File: src/rtl/manejo_matrices_turnos_pkg.sv
// Package shared by the board-routing stage of the battleship datapath.
// Contents: FSM state type, mode constants, empty-cell value and width
// helpers used to size player indices and board vectors.
package manejo_matrices_pkg;

  typedef enum logic {
    S_LISTO  = 1'b0,
    S_CONTEO = 1'b1
  } estado_t;

  localparam logic MODO_COLOCAR = 1'b1;
  localparam logic MODO_ATACAR  = 1'b0;

  // Cell value meaning "empty"; cast to CELL_W at the point of use.
  localparam int unsigned CELDA_VACIA = 0;

  // Index width that never collapses to zero bits (e.g. one player, 1x1 board).
  function automatic int unsigned ancho_min1(input int unsigned v);
    return (v < 2) ? 1 : $clog2(v);
  endfunction

  // Flat bit width of an n x n board of w-bit cells.
  function automatic int unsigned bits_tablero(input int unsigned n, input int unsigned w);
    return n * n * w;
  endfunction

endpackage

File: src/rtl/manejo_matrices_turnos_if.sv
// Bus between the game controller (master) and the board-routing stage
// (slave).
//   master -> slave : colocar (mode request), cargar (load strobe),
//                     jugador (target player), matriz_posicion (snapshot)
//   slave -> master : listo, modo, rechazo, matriz_colocar, matriz_atacar,
//                     ocupadas
// Boards are packed [row][col][bit] so row-major cell i sits at bit i*CELL_W.
interface manejo_matrices_turnos_if #(
  parameter int N       = 5,
  parameter int CELL_W  = 2,
  parameter int NUM_JUG = 2
);
  import manejo_matrices_pkg::*;

  localparam int JUG_W = ancho_min1(NUM_JUG);
  localparam int CNT_W = $clog2(N * N + 1);

  logic                                         colocar;
  logic                                         cargar;
  logic [JUG_W-1:0]                             jugador;
  logic [N-1:0][N-1:0][CELL_W-1:0]              matriz_posicion;
  logic                                         listo;
  logic                                         modo;
  logic                                         rechazo;
  logic [NUM_JUG-1:0][N-1:0][N-1:0][CELL_W-1:0] matriz_colocar;
  logic [NUM_JUG-1:0][N-1:0][N-1:0][CELL_W-1:0] matriz_atacar;
  logic [NUM_JUG-1:0][CNT_W-1:0]                ocupadas;

  modport master (
    output colocar, cargar, jugador, matriz_posicion,
    input  listo, modo, rechazo, matriz_colocar, matriz_atacar, ocupadas
  );

  modport slave (
    input  colocar, cargar, jugador, matriz_posicion,
    output listo, modo, rechazo, matriz_colocar, matriz_atacar, ocupadas
  );

endinterface

File: src/rtl/manejo_matrices_turnos_contador.sv
// contador_celdas: sequential nonzero-cell scanner.
// Visits one cell per clock in row-major order and counts cells != empty.
//   clk, rst : clock, synchronous active-high reset (aborts a scan)
//   start    : begin a scan on the next edge (ignored while busy)
//   tablero  : board to scan, must stay stable for the whole scan
//   done     : high during the last cell's cycle
//   cuenta   : final count, valid while done is high
// done/cuenta are combinational on the last cell so the consumer can
// register the result on that same edge.
module contador_celdas
  import manejo_matrices_pkg::*;
#(
  parameter  int N      = 5,
  parameter  int CELL_W = 2,
  localparam int CNT_W  = $clog2(N * N + 1),
  localparam int IDX_W  = ancho_min1(N * N)
) (
  input  logic                            clk,
  input  logic                            rst,
  input  logic                            start,
  input  logic [N-1:0][N-1:0][CELL_W-1:0] tablero,
  output logic                            done,
  output logic [CNT_W-1:0]                cuenta
);

  localparam int BITS = bits_tablero(N, CELL_W);

  logic              activo;
  logic [IDX_W-1:0]  idx;
  logic [CNT_W-1:0]  acc;
  logic [BITS-1:0]   plano;
  logic [CELL_W-1:0] celda;
  logic              ocupada;
  logic              ultimo;

  assign plano = tablero;

  always_comb begin
    celda = '0;
    for (int unsigned i = 0; i < N * N; i++) begin
      if (idx == IDX_W'(i)) celda = plano[i*CELL_W +: CELL_W];
    end
  end

  assign ocupada = (celda != CELL_W'(CELDA_VACIA));
  assign ultimo  = (idx == IDX_W'(N * N - 1));
  assign done    = activo && ultimo;
  assign cuenta  = acc + CNT_W'(ocupada);

  always_ff @(posedge clk) begin
    if (rst) begin
      activo <= 1'b0;
      idx    <= '0;
      acc    <= '0;
    end else if (activo) begin
      if (ultimo) begin
        activo <= 1'b0;
        idx    <= '0;
        acc    <= '0;
      end else begin
        idx <= idx + 1'b1;
        acc <= cuenta;
      end
    end else if (start) begin
      activo <= 1'b1;
      idx    <= '0;
      acc    <= '0;
    end
  end

endmodule

File: src/rtl/manejo_matrices_turnos.sv
// manejo_matrices_turnos: per-player board routing stage.
// Holds placement ("colocar") and attack ("atacar") boards for NUM_JUG
// players, writes an incoming snapshot into the active-mode board of the
// selected player, clears the inactive-mode boards on a mode change and
// counts occupied cells of each placement board after every placement load.
//   clk, rst : clock, synchronous active-high reset
//   bus      : manejo_matrices_turnos_if.slave (requests in, boards/status out)
// Optional build macro MANEJO_MATRICES_BLOQUEO_EN: after the first 1->0 mode
// transition the mode is locked in attack until reset.
module manejo_matrices_turnos
  import manejo_matrices_pkg::*;
#(
  parameter int N       = 5,
  parameter int CELL_W  = 2,
  parameter int NUM_JUG = 2
) (
  input  logic                    clk,
  input  logic                    rst,
  manejo_matrices_turnos_if.slave bus
);

  localparam int JUG_W = ancho_min1(NUM_JUG);
  localparam int CNT_W = $clog2(N * N + 1);

  estado_t                                      estado;
  logic                                         modo_r;
  logic                                         rechazo_r;
  logic [JUG_W-1:0]                             jug_lat;
  logic [NUM_JUG-1:0][N-1:0][N-1:0][CELL_W-1:0] col_r;
  logic [NUM_JUG-1:0][N-1:0][N-1:0][CELL_W-1:0] ata_r;
  logic [NUM_JUG-1:0][CNT_W-1:0]                ocu_r;

  logic                            en_listo;
  logic                            cambio;
  logic                            jug_valido;
  logic                            acepta;
  logic                            inicio;
  logic                            fin;
  logic [CNT_W-1:0]                cuenta;
  logic [N-1:0][N-1:0][CELL_W-1:0] tablero_lat;

  assign en_listo = (estado == S_LISTO);

`ifdef MANEJO_MATRICES_BLOQUEO_EN
  logic bloqueo;
  // A locked block treats colocar=1 as no request at all, so loads keep
  // flowing into the attack boards.
  assign cambio = en_listo && (bus.colocar != modo_r) && !(bloqueo && bus.colocar);
`else
  assign cambio = en_listo && (bus.colocar != modo_r);
`endif

  assign jug_valido = (int'(bus.jugador) < NUM_JUG);
  assign acepta     = en_listo && !cambio && bus.cargar && jug_valido;
  assign inicio     = acepta && (modo_r == MODO_COLOCAR);

  // The latched player's board cannot change during a scan: loads and mode
  // changes are both blocked outside S_LISTO.
  always_comb begin
    tablero_lat = '0;
    for (int unsigned j = 0; j < NUM_JUG; j++) begin
      if (jug_lat == JUG_W'(j)) tablero_lat = col_r[j];
    end
  end

  contador_celdas #(
    .N      (N),
    .CELL_W (CELL_W)
  ) u_contador (
    .clk     (clk),
    .rst     (rst),
    .start   (inicio),
    .tablero (tablero_lat),
    .done    (fin),
    .cuenta  (cuenta)
  );

  always_ff @(posedge clk) begin
    if (rst) begin
      estado    <= S_LISTO;
      modo_r    <= MODO_COLOCAR;
      rechazo_r <= 1'b0;
      jug_lat   <= '0;
      col_r     <= '0;
      ata_r     <= '0;
      ocu_r     <= '0;
`ifdef MANEJO_MATRICES_BLOQUEO_EN
      bloqueo   <= 1'b0;
`endif
    end else begin
      rechazo_r <= bus.cargar && !acepta;
      case (estado)
        S_LISTO: begin
          if (cambio) begin
            modo_r <= bus.colocar;
            if (bus.colocar == MODO_COLOCAR) begin
              ata_r <= '0;
            end else begin
              col_r <= '0;
              ocu_r <= '0;
`ifdef MANEJO_MATRICES_BLOQUEO_EN
              bloqueo <= 1'b1;
`endif
            end
          end else if (acepta) begin
            for (int unsigned j = 0; j < NUM_JUG; j++) begin
              if (bus.jugador == JUG_W'(j)) begin
                if (modo_r == MODO_COLOCAR) col_r[j] <= bus.matriz_posicion;
                else                        ata_r[j] <= bus.matriz_posicion;
              end
            end
            if (modo_r == MODO_COLOCAR) begin
              estado  <= S_CONTEO;
              jug_lat <= bus.jugador;
            end
          end
        end
        S_CONTEO: begin
          if (fin) begin
            for (int unsigned j = 0; j < NUM_JUG; j++) begin
              if (jug_lat == JUG_W'(j)) ocu_r[j] <= cuenta;
            end
            estado <= S_LISTO;
          end
        end
        default: estado <= S_LISTO;
      endcase
    end
  end

  assign bus.listo          = en_listo && !cambio;
  assign bus.modo           = modo_r;
  assign bus.rechazo        = rechazo_r;
  assign bus.matriz_colocar = col_r;
  assign bus.matriz_atacar  = ata_r;
  assign bus.ocupadas       = ocu_r;

endmodule
File: src/flat_wrapper.sv
// flat-port wrapper written by rule: the top's interface ports become plain ports
module manejo_matrices_turnos_flat import manejo_matrices_pkg::*;
#(
  parameter int N       = 5,
  parameter int CELL_W  = 2,
  parameter int NUM_JUG = 2
)
  (clk, rst, bus_colocar, bus_cargar, bus_jugador, bus_matriz_posicion, bus_listo, bus_modo, bus_rechazo, bus_matriz_colocar, bus_matriz_atacar, bus_ocupadas);
  manejo_matrices_turnos_if #(.N(N), .CELL_W(CELL_W), .NUM_JUG(NUM_JUG)) bus_i ();
  input  logic clk;
  input  logic rst;
  input wire logic [$bits(bus_i.colocar)-1:0] bus_colocar;
  input wire logic [$bits(bus_i.cargar)-1:0] bus_cargar;
  input wire logic [$bits(bus_i.jugador)-1:0] bus_jugador;
  input wire logic [$bits(bus_i.matriz_posicion)-1:0] bus_matriz_posicion;
  output wire logic [$bits(bus_i.listo)-1:0] bus_listo;
  output wire logic [$bits(bus_i.modo)-1:0] bus_modo;
  output wire logic [$bits(bus_i.rechazo)-1:0] bus_rechazo;
  output wire logic [$bits(bus_i.matriz_colocar)-1:0] bus_matriz_colocar;
  output wire logic [$bits(bus_i.matriz_atacar)-1:0] bus_matriz_atacar;
  output wire logic [$bits(bus_i.ocupadas)-1:0] bus_ocupadas;
  assign bus_i.colocar = bus_colocar;
  assign bus_i.cargar = bus_cargar;
  assign bus_i.jugador = bus_jugador;
  assign bus_i.matriz_posicion = bus_matriz_posicion;
  assign bus_listo = bus_i.listo;
  assign bus_modo = bus_i.modo;
  assign bus_rechazo = bus_i.rechazo;
  assign bus_matriz_colocar = bus_i.matriz_colocar;
  assign bus_matriz_atacar = bus_i.matriz_atacar;
  assign bus_ocupadas = bus_i.ocupadas;
  manejo_matrices_turnos #(.N(N), .CELL_W(CELL_W), .NUM_JUG(NUM_JUG)) u_core (.clk(clk), .rst(rst), .bus(bus_i));
endmodule
File: config.mk
export PLATFORM = sky130hd
export DESIGN_NAME = manejo_matrices_turnos_flat
export DESIGN_NICKNAME = d
export VERILOG_FILES = /design/src/rtl/manejo_matrices_turnos_pkg.sv /design/src/rtl/manejo_matrices_turnos_if.sv /design/src/rtl/manejo_matrices_turnos_contador.sv /design/src/rtl/manejo_matrices_turnos.sv /design/src/flat_wrapper.sv
export SDC_FILE = /design/constraint.sdc
export NUM_CORES = 1
export LEC_CHECK = 0
export CAP_MARGIN = 25
export CELL_PAD_IN_SITES_DETAIL_PLACEMENT = 1
export CELL_PAD_IN_SITES_GLOBAL_PLACEMENT = 1
export CORE_MARGIN = 2
export CORE_UTILIZATION = 31
export DETAILED_ROUTE_END_ITERATION = 12
export GPL_TIMING_DRIVEN = 0
export PLACE_DENSITY = 0.84
export SYNTH_ARGS = -nofsm -noshare
export SYNTH_HDL_FRONTEND = slang
export SYNTH_SLANG_ARGS = --single-unit
File: constraint.sdc
create_clock -name clk -period 2.8 [get_ports clk]
set_input_delay 0.28 -clock clk [delete_from_list [all_inputs] [get_ports clk]]
set_output_delay 0.28 -clock clk [all_outputs]
set_load 0.005 [all_outputs]
=== Word-level counts from Yosys, hierarchy flattened ===
Cells that the tools add are included.

* Register bits after elaboration: 225
* Input bits: 55
* Output and inout port bits: 213
* Logic and storage cells: 226

* Add/subtract/negate cells: 2
* Equal/unequal tests: 34
* Multiplexer cells: 57
* Bitwise gates (word level): 2
* Reductions and logical operators: 22

{| class="wikitable"
|+ Operators with widths
! operator !! number
|-
| $mux W100 || 6
|-
| $mux W50 || 7
|-
| $mux W2 || 25
|-
| $eq A5 B5 Y1 const B || 9
|-
| $eq A5 B4 Y1 const B || 8
|-
| $mux W5 || 7
|-
| $mux W10 || 3
|-
| $eq A5 B3 Y1 const B || 4
|-
| $pmux W10 S2 || 1
|-
| $reduce_and A5 Y1 || 4
|-
| $ne A2 B2 Y1 const B || 8
|-
| $reduce_and A4 Y1 || 3
|-
| $eq A5 B2 Y1 const B || 2
|-
| $reduce_bool A2 Y1 || 5
|-
| $mux W1 || 7
|-
| $logic_and A1 B1 Y1 || 6
|-
| $add A5 B1 Y5 || 1
|-
| $add A5 B1 Y5 const B || 1
|-
| $eq A5 B1 Y1 const B || 1
|-
| $logic_not A5 Y1 || 1
|-
| $logic_not A1 Y1 || 2
|-
| $ne A2 B1 Y1 const B || 1
|-
| $not A1 Y1 || 2
|-
| $pmux W1 S2 || 1
|-
| 2 further kinds || 2
|}

=== Depth between registers and ports, before layout ===
* Word-level depth: 31
* Gate-level depth with buffers: 17
* Mapped depth without buffers: 15

=== Hierarchy ===
Synthesis repeated with hierarchy kept, for this count alone.

* Cell total of the unflattened synthesis: 809
* Area, all modules: 9008.6 µm²

{| class="wikitable"
|+ Modules (own cells, without submodules)
! module !! times used !! cells an instance !! area each (µm²)
|-
| manejo_matrices_turnos || 1 || 628 || 7743.7
|-
| contador_celdas || 1 || 181 || 1265.0
|}

=== Least setup slack after synthesis ===
No wires, ideal clock.

* Kind: reg2reg
* Start: register u_core.u_contador.idx[0]
* End: register u_core.ocu_r (netlist bit u_core.bus.ocupadas[9])
* Library setup time: 128 ps
* Arrival time: 2920 ps
* Required time: 2672 ps
* Slack: -248 ps
* Cell stages (with the launch flop): 17
* Path buffers: 1
* Period minus slack after synthesis: 3048 ps
* Cells stage by stage: dfxtp_1 inv_1 ha_1 buf_2 or4bb_1 nor2_1 nor2_1 a311oi_1 o41ai_1 a311oi_1 ha_1 ha_1 nand3_1 xnor2_1 and2_1 mux2i_1 nor2_1

* Longest elaborated chain between the ends: 31
* Elaborated cells on any way between the ends: 58
* Classes of those cells: 1 x add/sub; 25 x eq/ne; 28 x mux; 4 x reduce/logical

{| class="wikitable"
|+ Ends and longest elaborated chain
! what !! line !! RTL
|-
| start: declaration || manejo_matrices_turnos_contador.sv:29 || <nowiki>logic [IDX_W-1:0] idx;</nowiki>
|-
| start signal: assignment || manejo_matrices_turnos_contador.sv:61 || <nowiki>idx <= idx + 1'b1;</nowiki>
|-
| $logic_not A5 Y1 || manejo_matrices_turnos_contador.sv:41 || <nowiki>if (idx == IDX_W'(i)) celda = plano[i*CELL_W +: CELL_W];</nowiki>
|-
| $mux W2 (25 in a row) || manejo_matrices_turnos_contador.sv:41 ||
|-
| $reduce_bool A2 Y1 || manejo_matrices_turnos_contador.sv:45 || <nowiki>assign ocupada = (celda != CELL_W'(CELDA_VACIA));</nowiki>
|-
| $add A5 B1 Y5 || manejo_matrices_turnos_contador.sv:48 || <nowiki>assign cuenta = acc + CNT_W'(ocupada);</nowiki>
|-
| $mux W5 || manejo_matrices_turnos.sv:121 || <nowiki>if (jug_lat == JUG_W'(j)) ocu_r[j] <= cuenta;</nowiki>
|-
| $mux W10 || manejo_matrices_turnos.sv:119 || <nowiki>if (fin) begin</nowiki>
|-
| $pmux W10 S2 || manejo_matrices_turnos.sv:92 || <nowiki>case (estado)</nowiki>
|-
| end signal: indexed assignment || manejo_matrices_turnos.sv:121 ||
|-
| end: declaration || manejo_matrices_turnos.sv:31 || <nowiki>logic [NUM_JUG-1:0][CNT_W-1:0] ocu_r;</nowiki>
|}

Several ways; a longest one is shown, not always the timed one. The select of a mux whose other input is x is not followed.
A chain may end at the register's enable or synchronous reset.

=== Worst setup path after layout ===
* Start: register u_core.u_contador.idx[0]
* End: register u_core.ocu_r (netlist bit u_core.bus.ocupadas[4])

The elaborated chain is that of the path after synthesis.

==> impl_metrics.env <==
export IMPL_hold_start="bus_matriz_posicion[49]"
export IMPL_setup_viol=15
export IMPL_grt_pass1_vias=11200
export IMPL_fin_area_mm2=0.0140
export IMPL_worstMarginPinSlew_ns=1.09
export IMPL_first_pass_iters=5
export IMPL_slew_violations=0
export IMPL_ys_flop_type="dfxtp_1"
export IMPL_netlist_area_mm2=0.00954
export IMPL_viasPerCell=5.58
export IMPL_holdWs_ns=0.407
export IMPL_ys_ff_latch=225
export IMPL_crit_type="reg -> reg"
export IMPL_fin_worst_skew_ns=0.0147
export IMPL_drt_initial_drc_count=740
export IMPL_portBuffers=265
export IMPL_cp_arrival_ns=3.81
export IMPL_synth_fp_nets=1257
export IMPL_synthTopCellsByArea="dfxtp_1 47%, a21oi_1 12%, nand3_1 11%, nand2_1 8.3%, clkbuf_1 3.7%"
export IMPL_finalCriticalPeriod_ns=3.40
export IMPL_clk_latency_ns=0.54
export IMPL_yosys_top_cells_count="231 x a21oi_1, 225 x dfxtp_1, 212 x nand2_1"
export IMPL_ant_nets=0
export IMPL_synth_cells=1195
export IMPL_ios=268
export IMPL_violations="negative setup slack"
export IMPL_drt_wl_total_um=45700
export IMPL_cts_tree="done"
export IMPL_place_ws_ns=-0.949
export IMPL_cap_violations=0
export IMPL_clockBufferDepth=3
export IMPL_initial_utilization=0.314
export IMPL_timing_final_crit_share=1.22
export IMPL_clockRootBuffer="clkbuf_16"
export IMPL_layout_setup_ws_ns=-0.603
export IMPL_startpoint_type="flop"
export IMPL_instances_no_fill=1911
export IMPL_dp_cells=1856
export IMPL_grt_max_degree=14
export IMPL_finalNetCount=1559
export IMPL_rsz0062_at_grt="true"
export IMPL_finalHoldViolations=0
export IMPL_rows=64
export IMPL_status="finished, violations left"
export IMPL_core_area_mm2=0.0304
export IMPL_cp_startpoint="u_core.u_contador.idx[0]$_SDFFE_PP0P_"
export IMPL_fmax_mhz=294
export IMPL_dp_final_hpwl_um=33500
export IMPL_p_per_area_mw_per_mm2=646
export IMPL_hold_class="in -> reg"
export IMPL_reg2reg_to="u_core.bus.ocupadas[4]$_SDFFE_PP0P_"
export IMPL_reg2reg_from="u_core.u_contador.idx[0]$_SDFFE_PP0P_"
export IMPL_ir_drop_mv=0.378
export IMPL_synth_edf_count=0
export IMPL_die_w_um=179
export IMPL_drc=0
export IMPL_vias=10700
export IMPL_yosysTopAreaCellShare=0.472
export IMPL_grt_usage=0.271
export IMPL_finalPower_mw=9.06
export IMPL_end_kind="flop"
export IMPL_htreeDepth=1
export IMPL_antenna_cells=0
export IMPL_dieHeight_um=179
export IMPL_r2r_slack_ns=-0.60
export IMPL_area_delta_synth_final_pct=47.1
export IMPL_cts_sinks=225
export IMPL_synth_seq_area_share=0.472
export IMPL_synth_top_area_cell="dfxtp_1"
export IMPL_ys_types=62
export IMPL_synthArstFlopShare=0
export IMPL_grt_overflow_total=0
export IMPL_yosysMostFrequentCell="a21oi_1"
export IMPL_max_slew_margin=0.272
export IMPL_placed_area_mm2=0.0127
export IMPL_yosysWarnings=0
export IMPL_required_ns=3.20
export IMPL_rr_worst_depth=16
export IMPL_crit_end="u_core.bus.ocupadas[4]$_SDFFE_PP0P_"
export IMPL_syn_avg_cell_area_um2=7.98
export IMPL_path_max_fanout=7
export IMPL_avgRoutedWirePerCell_um=23.9
export IMPL_gp_congestion=0.917
export IMPL_die_area_mm2=0.0322
export IMPL_p_leak_nw=4.69
export IMPL_drive_gt1_frac=0.0845
export IMPL_antenna_found_initial=0
export IMPL_clk_pin_slew_ns=0.06
export IMPL_grt_pass1_wl_um=68400
export IMPL_cts_buffers=25
## through the flow
step / util / setup TNS (ns)
3_3_place_gp: 0.419 / -11.36
5_1_grt: 0.461 / -7.62
3_5_place_dp: 0.419 / -11.68
4_1_cts: 0.459 / -5.96
2_1_floorplan: - / -0.548
6_report: 0.461 / -6.25
## power by group
part           internal [mW]  switching [mW]
Sequential              3.38           0.152
Combinational          0.645            1.05
Clock                   2.41            1.42
## worst min-delay path by stage
| stage | slack [ns] | depth (start not counted) | endpoint |
|---|---|---|---|
| 5_1_grt | 0.43 | 3 | u_core.bus.matriz_atacar[49]$_SDFFE_PP0P_ |
| 3_5_place_dp | 0.45 | 2 | u_core.bus.matriz_atacar[99]$_SDFFE_PP0P_ |
| 4_1_cts | 0.41 | 3 | u_core.bus.matriz_colocar[99]$_SDFFE_PP0P_ |
| 3_3_place_gp | 0.44 | 2 | u_core.bus.matriz_atacar[5]$_SDFFE_PP0P_ |
| 2_1_floorplan | 0.42 | 2 | u_core.jug_lat$_SDFFE_PP0P_ |
| 6_report | 0.41 | 3 | u_core.bus.matriz_colocar[99]$_SDFFE_PP0P_ |
## per-layer routing
metal	GRT usage	vias up	wire [um]
met5	0	-	0
met4	0.0933	0	1540
met3	0.0675	100	3470
met2	0.476	428	22500
met1	0.321	5347	18200
li1	-	4791	-
## flip-flops by register name, indices dropped and copies added (netlist names)
signal	count
u_core.bus.matriz_atacar	100
u_core.bus.matriz_colocar	100
u_core.bus.ocupadas	10
u_core.u_contador.acc	5
u_core.u_contador.idx	5
u_core.bus.modo	1
u_core.bus.rechazo	1
u_core.estado	1
u_core.jug_lat	1
u_core.u_contador.activo	1
## cells in the final DEF (no fill, tap or decap), drive strengths merged, types with 4 or more instances in the layout
cell           count
a22oi              4
nor2b             10
a31oi              5
mux2i             30
ha                 7
nand3            206
a21oi            232
o21ai              9
nor3              10
mux2              12
nor2              39
buf               24
nand2b             6
nand2            212
clkbuf           132
a211oi             6
and2               4
or3                5
clkdlybuf4s50    265
inv                7
dfxtp            225
bufinv             5
nor3b              6
## what timing repair did
item | in CTS | in global routing
pin swaps | 13 | 11
gates resized for setup | 47 | 13
buffers inserted | 8 | 3
hold buffers | 0 | 0
setup endpoints to repair | 15 | 15
hold endpoints to repair | 0 | 0
cloned | 0 | 0
## logic make-up (layout without fill, tap and decap cells)
logic type	count (synthesis)	after routing	share of synthesized area
buffers and inverters	114	434	0.0501
muxes	42	42	0.0456
and+or+nand+nor	515	515	0.250
DFF	225	225	0.472
adders and majority gates	7	7	0.00918
AOI/OAI and AO/OA	288	288	0.169
xor gates and xnor gates	4	4	0.00367
## critical path, stage by stage (launching register included)
cell and delay (ns):
dfxtp_4 0.38, inv_4 0.08, ha_4 0.13, buf_6 0.12, or4bb_4 0.51, nor2_4 0.11
nor2_2 0.05, a311oi_2 0.33, o41ai_2 0.13, a311oi_2 0.39, ha_2 0.28, ha_4 0.16
nand3_4 0.09, xnor2_2 0.14, and2_1 0.17, mux2i_1 0.15, nor2_1 0.06
## layout make-up
type,count,area (um^2)
clock buffers,38,796
flip-flops and latches,225,4510
plain buffers,107,513
well taps,396,495
clock inverters,7,164
fillers,3620,16400
inverters,6,27.5
multi-input cells,856,4790
repair buffers,276,2740
No activity file was read; power rests on OpenSTA's default activity.
